==> config.mk <==
export PLATFORM = sky130hd
export DESIGN_NAME = hilo_div_unit
export DESIGN_NICKNAME = d
export VERILOG_FILES = /design/src/rtl/hilo_div_pkg.sv /design/src/rtl/hilo_div_unit_signfix.sv /design/src/rtl/hilo_div_unit.sv
export SDC_FILE = /design/constraint.sdc
export NUM_CORES = 1
export LEC_CHECK = 0
export CORE_MARGIN = 10
export CORE_UTILIZATION = 45
export DETAILED_ROUTE_END_ITERATION = 6
export PLACE_DENSITY = 0.67
export SLEW_MARGIN = 25
export SYNTH_ARGS = -nofsm -noshare
export SYNTH_HDL_FRONTEND = slang
export SYNTH_SLANG_ARGS = --single-unit
==> constraint.sdc <==
create_clock -name clk -period 8 [get_ports clk]
set_clock_uncertainty 0.1 [all_clocks]
set_input_delay 2.4 -clock clk [delete_from_list [all_inputs] [get_ports clk]]
set_output_delay 2.4 -clock clk [all_outputs]
set_load 0.005 [all_outputs]
==> src/rtl/hilo_div_pkg.sv <==
// Shared types and constants for the HI/LO multi-cycle divider.
package hilo_div_pkg;

  typedef enum logic [1:0] {
    IDLE = 2'd0,
    BUSY = 2'd1,
    DONE = 2'd2
  } state_t;

  localparam int DIV_WIDTH = 32;
  localparam int DIV_CNT_W = 6;

  // Quotient reported for a divide by zero.
  localparam logic [DIV_WIDTH-1:0] DIV_ZERO_LO = '1;

endpackage

==> src/rtl/hilo_div_unit_signfix.sv <==
// Two-lane conditional two's-complement negate. Used to take magnitudes of the
// operands on the way in and to restore signs on quotient/remainder on the way out.
module div_signfix #(
  parameter int WIDTH = 32
) (
  input  logic [WIDTH-1:0] a,
  input  logic             neg_a,
  input  logic [WIDTH-1:0] b,
  input  logic             neg_b,
  output logic [WIDTH-1:0] a_out,
  output logic [WIDTH-1:0] b_out
);

  // Negation wraps modulo 2**WIDTH, so the most negative value maps to itself.
  assign a_out = neg_a ? ((~a) + WIDTH'(1)) : a;
  assign b_out = neg_b ? ((~b) + WIDTH'(1)) : b;

endmodule

==> src/rtl/hilo_div_unit.sv <==
// Radix-2 restoring divider for MIPS DIV/DIVU, producing {hi=remainder, lo=quotient}.
// Optional build macro HILO_DIV_FAST_PATH_EN: when defined, a divide by zero or a
// dividend magnitude smaller than the divisor magnitude skips iteration and
// completes in the cycle after start.
module hilo_div_unit
  import hilo_div_pkg::*;
#(
  parameter int WIDTH = DIV_WIDTH,
  parameter int CNT_W = DIV_CNT_W
) (
  input  logic             clk,
  input  logic             rst,
  input  logic             start,
  input  logic             signed_op,
  input  logic             cancel,
  input  logic [WIDTH-1:0] dividend,
  input  logic [WIDTH-1:0] divisor,
  output logic             busy,
  output logic             valid,
  output logic [WIDTH-1:0] hi,
  output logic [WIDTH-1:0] lo
);

  localparam logic [WIDTH-1:0] ZERO_LO  = WIDTH'(DIV_ZERO_LO);
  localparam logic [CNT_W-1:0] LAST_CNT = CNT_W'(WIDTH - 1);

  state_t           state, state_next;
  logic [CNT_W-1:0] cnt;
  logic [WIDTH-1:0] rem, quot, dvsr;
  logic             quot_neg, rem_neg, div_zero;

  logic [WIDTH-1:0] abs_dividend, abs_divisor;
  logic [WIDTH:0]   trial, diff;
  logic             qbit;
  logic [WIDTH-1:0] rem_step, quot_step, rem_fix, quot_fix;
  logic             accept, last_iter, fast;

  div_signfix #(.WIDTH(WIDTH)) u_opnd (
    .a     (dividend),
    .neg_a (signed_op & dividend[WIDTH-1]),
    .b     (divisor),
    .neg_b (signed_op & divisor[WIDTH-1]),
    .a_out (abs_dividend),
    .b_out (abs_divisor)
  );

  // One restoring step: shift the next dividend bit into the WIDTH+1 bit
  // partial remainder and keep the subtraction only if it did not go negative.
  assign trial     = {rem, quot[WIDTH-1]};
  assign diff      = trial - {1'b0, dvsr};
  assign qbit      = ~diff[WIDTH];
  assign rem_step  = qbit ? diff[WIDTH-1:0] : trial[WIDTH-1:0];
  assign quot_step = {quot[WIDTH-2:0], qbit};

  div_signfix #(.WIDTH(WIDTH)) u_res (
    .a     (quot_step),
    .neg_a (quot_neg),
    .b     (rem_step),
    .neg_b (rem_neg),
    .a_out (quot_fix),
    .b_out (rem_fix)
  );

  assign accept    = (state == IDLE) & start & ~cancel;
  assign last_iter = (state == BUSY) && (cnt == LAST_CNT);
  assign busy      = (state != IDLE);
  assign valid     = (state == DONE);

`ifdef HILO_DIV_FAST_PATH_EN
  assign fast = (divisor == '0) || (abs_dividend < abs_divisor);
`else
  assign fast = 1'b0;
`endif

  // State register.
  always_ff @(posedge clk) begin
    if (rst) state <= IDLE;
    else     state <= state_next;
  end

  // Next-state logic; cancel aborts from any state and wins over start.
  always_comb begin
    state_next = state;
    case (state)
      IDLE:    if (accept) state_next = fast ? DONE : BUSY;
      BUSY:    if (cnt == LAST_CNT) state_next = DONE;
      DONE:    state_next = IDLE;
      default: state_next = IDLE;
    endcase
    if (cancel) state_next = IDLE;
  end

  // Operand capture, iteration and result registers.
  always_ff @(posedge clk) begin
    if (rst) begin
      cnt <= '0;
      hi  <= '0;
      lo  <= '0;
    end else if (accept) begin
      cnt      <= '0;
      rem      <= '0;
      quot     <= abs_dividend;
      dvsr     <= abs_divisor;
      quot_neg <= signed_op & (dividend[WIDTH-1] ^ divisor[WIDTH-1]);
      rem_neg  <= signed_op & dividend[WIDTH-1];
      div_zero <= (divisor == '0);
`ifdef HILO_DIV_FAST_PATH_EN
      if (fast) begin
        hi <= dividend;
        lo <= (divisor == '0) ? ZERO_LO : '0;
      end
`endif
    end else if ((state == BUSY) && !cancel) begin
      rem  <= rem_step;
      quot <= quot_step;
      cnt  <= cnt + CNT_W'(1);
      if (last_iter) begin
        hi <= rem_fix;
        lo <= div_zero ? ZERO_LO : quot_fix;
      end
    end
  end

endmodule

==> flow_summary.toml, run 1 <==
[die]
die_area_um2 = 32690
start_util = 0.4595
num_rows = 58
die_x_um = 180.8
core_um2 = 25330
die_h_um = 180.8
io_pins = 135

[setup_path]
worst-path-max-fanout = 49
worstSetupStartpointType = "flip-flop"
cp_slowest_cell = "nor4_1"
rrSetupSlack_ps = 1740
critical_path_class = "reg2reg"
required_ps = 8260
crit_chain = "ha_1, nand4_2, or2_0, or4_4, a211oi_4, nor3_2, buf_4, nor2_8, inv_4, a21oi_1, ha_1, nand3_1, nor4_1, mux2i_1, nor4_1, nand2b_1, nand3_1, o211ai_1"
slowest_delay_ps = 720
cp_data_arrival_time_ps = 6520
end_kind = "flip-flop"

[drt]
drc = 0
wire_per_inst_um = 19.32
viasPerCell = 5.895
vias = 10599
wirelength_um = 34730
first_pass_iters = 7
ant_nets = 0
drt_iter0_drc = 1047

[cells_and_area]
most-common-layout-cells = "148 x nand2_1, 136 x nor2_1, 133 x clkdlybuf4s50_1"
layout-drive-gt1-share = 0.04768
diodes = 0
syn2layout_area_growth_pct = 18.46
nNetsFinal = 1562
layout.cells.most_common = "nand2_1"

[yosys]
async_flop_share = 0
synth-edff-count = 99
yosys_warnings = 0
syn_nets = 1474
netlist_instances = 1367
synth_flop_cell = "edfxtp_1"
ys_seq_area_frac = 0.3793
ys_seq_elements = 171
syn_area_um2 = 11640
avgSynthCellArea_um2 = 8.513
ys_types = 76

[power_and_ir_drop]
power_density_nw_per_um2 = 163.5
p_leak_nw = 4.875
power_mw = 2.254
ir_worst_vdd_mv = 0.1096

[cts]
clockRootBuffer = "clkbuf_16"
h-tree-depth = 4
ctsLongestPathBuffers = 2
numClockSinks = 171
postCtsSetupRepairBufs = 0
cts_hold_buffers = 0
cts_tree = "done"
cts_buffers = 17
clk_pin_slew_worst_paths_ps = 70
worstSkewPairLatency_ps = 440
cts.repair.resized = 0

[status]
status = "complete, no violations"

[placed_design]
hpwlAfterDp_um = 26530
dp_slack_ps = 1910
io_buffers = 134
place.gp.congestion = 0.9049

[hold_path]
worstHoldPathType = "reg2reg"

[global_route]
grt_first_pass_wirelength_um = 54900
grt_pass1_vias = 10095
grt-ovfl-total = 0
grt_util_all_layers = 0.2038
grt_start_max_net_pins = 69
grt_antenna_before_repair = 0

[sta]
holdWs_ps = 353.1
fin_setup_tns_ps = 0
rsz0062_at_grt = "false"
final-hold-violation-count = 0
slew_viol_final = 0
slew_headroom = 0.3510
clock.fmax_mhz = 159.8
worst_slew_pin_slew_ps = 971.4
setup_slack_ps = 1743
period_needed_ps = 6257
setup_viol = 0
fin_crit_sh = 0.7821

[run]
drv_cap = 0
-- logic make-up (layout without fill, tap and decap cells) --
logic type               Yosys count  in the layout  synth area share
AO/OA/AOI/OAI                    380            380            0.2112
flip-flops                       171            171            0.3793
XOR/XNOR                         130            130           0.09784
adder cells (fa/ha/maj)           38             38           0.04150
buffers and inverters            128            229           0.04311
AND/OR/NAND/NOR                  496            496            0.2062
multiplexers                      24             24           0.02086
-- final cells by class --
class,instances,area [um^2]
Fill cell,2394,11540
Multi-Input combinational cell,1068,6753
Sequential cell,171,4414
Timing Repair Buffer,144,1431
Clock buffer,17,425.4
Tap cell,330,412.9
Inverter,53,201.4
Clock inverter,15,147.6
-- power by group --
| part | internal (mW) | switching (mW) | total (mW) | leakage, nW |
|---|---|---|---|---|
| sequential | 0.966 | 0.0259 | 0.992 | 1.49 |
| clock | 0.415 | 0.400 | 0.815 | 0.280 |
| combinational | 0.174 | 0.273 | 0.447 | 3.10 |
| total | 1.55 | 0.699 | 2.25 | 4.87 |
-- state kept, by name, indices dropped and copies added, names as in the netlist --
signal    cells
quot         32
dvsr         32
lo           32
rem          32
rem_neg       1
quot_neg      1
hi           32
state         2
cnt           6
div_zero      1
-- path summary, 6_finish.rpt --
| path | from | end | depth (start not counted) |
|---|---|---|---|
| min reg2reg | hi[25] | hi[25] | 2 |
| max | rem[26] | hi[24] | 18 |
| max reg2reg | rem[26] | hi[24] | 18 |
| min | hi[25] | hi[25] | 2 |
-- cells in the mapped netlist, types with 9 or more instances --
| cell type | instances | share of area |
|---|---|---|
| o21a_1 | 11 | 0.0071 |
| or3_1 | 26 | 0.014 |
| o31ai_1 | 26 | 0.017 |
| nor2_1 | 138 | 0.045 |
| ha_1 | 37 | 0.040 |
| and2_1 | 15 | 0.0081 |
| a211oi_1 | 41 | 0.026 |
| clkbuf_1 | 59 | 0.019 |
| and3_1 | 9 | 0.0048 |
| nand2_1 | 148 | 0.048 |
| dfxtp_1 | 72 | 0.12 |
| edfxtp_1 | 99 | 0.26 |
| a21o_1 | 16 | 0.010 |
| o211ai_1 | 11 | 0.0071 |
| inv_1 | 52 | 0.017 |
| a31oi_1 | 11 | 0.0059 |
| o41ai_1 | 12 | 0.0090 |
| xnor2_1 | 61 | 0.046 |
| nand4_1 | 17 | 0.0091 |
| nand3_1 | 20 | 0.0086 |
| nand3b_1 | 11 | 0.0071 |
| mux2i_1 | 22 | 0.019 |
| nor3_1 | 45 | 0.019 |
| o21ai_0 | 105 | 0.045 |
| or4_1 | 13 | 0.0084 |
| nor4_1 | 16 | 0.0086 |
| xor2_1 | 69 | 0.052 |
| a21oi_1 | 87 | 0.037 |
-- worst max-delay path, delay by kind of cell (launching register included) --
family                     cells  cell delay [ps]
DFF                            1              450
and+or+nand+nor               10             3240
buffers and inverters          2              590
muxes                          1              240
adders and majority gates      2              820
AOI/OAI and AO/OA              3              740
-- stage by stage --
| step | cells | utilization | area (um^2) |
|---|---|---|---|
| after detailed placement | 1765 | 0.5206 | 13190 |
| after global routing | 1798 | 0.5443 | 13790 |
| final | 1798 | 0.5443 | 13790 |
| after global placement | 1765 | 0.5206 | 13190 |
| after CTS | 1797 | 0.5432 | 13760 |
| after floorplan | 1367 | - | 11640 |
-- metal layers --
| layer | global-route usage | vias to the layer above | share of wire |
|---|---|---|---|
| li1 | - | 5182 | - |
| met4 | 0.06430 | 0 | 0.024 |
| met2 | 0.3131 | 320 | 0.45 |
| met5 | 0 | - | 0 |
| met3 | 0.03117 | 43 | 0.058 |
| met1 | 0.2862 | 5054 | 0.47 |
(Power assumes the default switching activity.)
==> run 2: changes to the inputs <==
==> constraint.sdc (replaced) <==
create_clock -name clk -period 6.1 [get_ports clk]
set_clock_uncertainty 0.1 [all_clocks]
set_input_delay 1.83 -clock clk [delete_from_list [all_inputs] [get_ports clk]]
set_output_delay 1.83 -clock clk [all_outputs]
set_load 0.005 [all_outputs]
==> run 2 against run 1 <==
Effect of this change:
- routed wire length up 0.49%
- total power grew 33%
- die area did not move
- register-to-register slack got worse by 1300 ps
- cell area grew 0.44%
- critical path depth decreased by 1
- setup slack got worse by 1300 ps
- global-route usage grew 0.10 points
- fmax increased by 10%
- via count is essentially flat
- core utilization rose by 0.24 points
- count of clock-buffer cells in the layout did not move
==> flow_summary.toml, run 2 (synthesis results as in run 1) <==
[cells_and_area]
final_util = 0.5467
fin_cells = 1804
final_area_um2 = 13850
nFillCells = 2367
diodes = 0
most-common-layout-cells = "148 x nand2_1, 136 x nor2_1, 133 x clkdlybuf4s50_1"
layout-drive-gt1-share = 0.05156
nNetsFinal = 1568
syn2layout_area_growth_pct = 18.99
layout.cells.most_common = "nand2_1"

[die]
io_pins = 135
die_area_um2 = 32690
start_util = 0.4595
num_rows = 58
core_um2 = 25330
die_h_um = 180.8
die_x_um = 180.8

[cts]
cts.repair.resized = 0
numClockSinks = 171
clk_pin_slew_worst_paths_ps = 80
worstSkewPairLatency_ps = 440
cts_hold_buffers = 0
h-tree-depth = 4
clockRootBuffer = "clkbuf_16"
cts_buffers = 17
cts_tree = "done"
postCtsSetupRepairBufs = 0
ctsLongestPathBuffers = 2

[sta]
fin_setup_tns_ps = 0
setup_slack_ps = 431.7
setup_viol = 0
final-hold-violation-count = 0
fin_crit_sh = 0.9292
period_needed_ps = 5668
clock.fmax_mhz = 176.4
rsz0062_at_grt = "false"
worst_slew_pin_slew_ps = 949.5
holdWs_ps = 358.5
slew_headroom = 0.3506
slew_viol_final = 0

[placed_design]
place_area_um2 = 13250
placedCellCount = 1772
dp_slack_ps = 606.0
place.gp.congestion = 0.9274
io_buffers = 134
hpwlAfterDp_um = 26880

[setup_path]
critical_path_class = "reg2reg"
end_kind = "flip-flop"
ff2ff_path_depth = 17
cp.depth = 17
timing.rr.start = "rem[24]"
crit_chain = "ha_1, nand4_2, or2_0, or4_4, a211oi_4, o21a_2, nor2_8, inv_4, mux2i_1, ha_1, nand3_1, nor4_1, mux2i_1, nor3_1, or3b_1, o2111ai_1, a31oi_1"
cp_slowest_cell = "or4_4"
cp_data_arrival_time_ps = 5870
crit_family = "simple AND/OR/NAND/NOR gates"
slowest_delay_ps = 550
rrSetupSlack_ps = 430
required_ps = 6300
timing.rr.end = "hi[28]"
worst-path-max-fanout = 15
worstSetupStartpointType = "flip-flop"
crit_buf_inv = 1

[power_and_ir_drop]
power_mw = 2.990
p_leak_nw = 4.909
ir_worst_vdd_mv = 0.1745
power_density_nw_per_um2 = 215.9

[global_route]
grt_start_max_net_pins = 69
grt-ovfl-total = 0
grt_first_pass_wirelength_um = 55230
grt_util_all_layers = 0.2048
grt_antenna_before_repair = 0
grt_pass1_vias = 10115

[drt]
wire_per_inst_um = 19.35
drc = 0
ant_nets = 0
vias = 10593
viasPerCell = 5.872
wirelength_um = 34900
first_pass_iters = 5
drt_iter0_drc = 940

[hold_path]
worstHoldPathType = "reg2reg"
hold_path.startpoint = "hi[25]"
whs_path_depth = 2
min_to = "hi[25]"

[run]
drv_cap = 0

[status]
status = "complete, no violations"
[run 2: layer usage]
layer | global-route usage | up-vias | share of wire
li1 | - | 5187 | -
met5 | 0 | - | 0
met2 | 0.3180 | 327 | 0.45
met3 | 0.02797 | 32 | 0.053
met4 | 0.05577 | 0 | 0.016
met1 | 0.2902 | 5047 | 0.48
[run 2: final cells by class]
cell class / count / area [um^2] / share of cell area
clock buffers: 17 / 425.4 / 0.03072
clock inverters: 15 / 171.4 / 0.01238
inverters: 53 / 201.4 / 0.01455
multi-input cells: 1068 / 6753 / 0.4877
flip-flops and latches: 171 / 4414 / 0.3188
well taps: 330 / 412.9 / 0.02982
repair buffers: 150 / 1469 / 0.1061
[run 2: tightest hold or removal path, delay by kind of cell (launching register included)]
| kind | cells | cell delay, ps |
|---|---|---|
| AOI/OAI and AO/OA | 1 | 50 |
| and+or+nand+nor | 1 | 50 |
| DFF | 1 | 310 |
[run 2: worst max-delay path by stage]
stage                        from  endpoint  slack (ps)
after CTS                 rem[24]    hi[30]         610
after global placement    rem[26]    hi[30]         840
after global routing      rem[24]    hi[24]         100
after floorplan           rem[25]    hi[28]         970
final                     rem[24]    hi[28]         430
after detailed placement  rem[24]    hi[30]         610
[run 2: where the power goes]
group	switching [mW]	internal, mW
logic	0.359	0.230
clock network	0.546	0.554
registers	0.0343	1.27
total	0.939	2.05
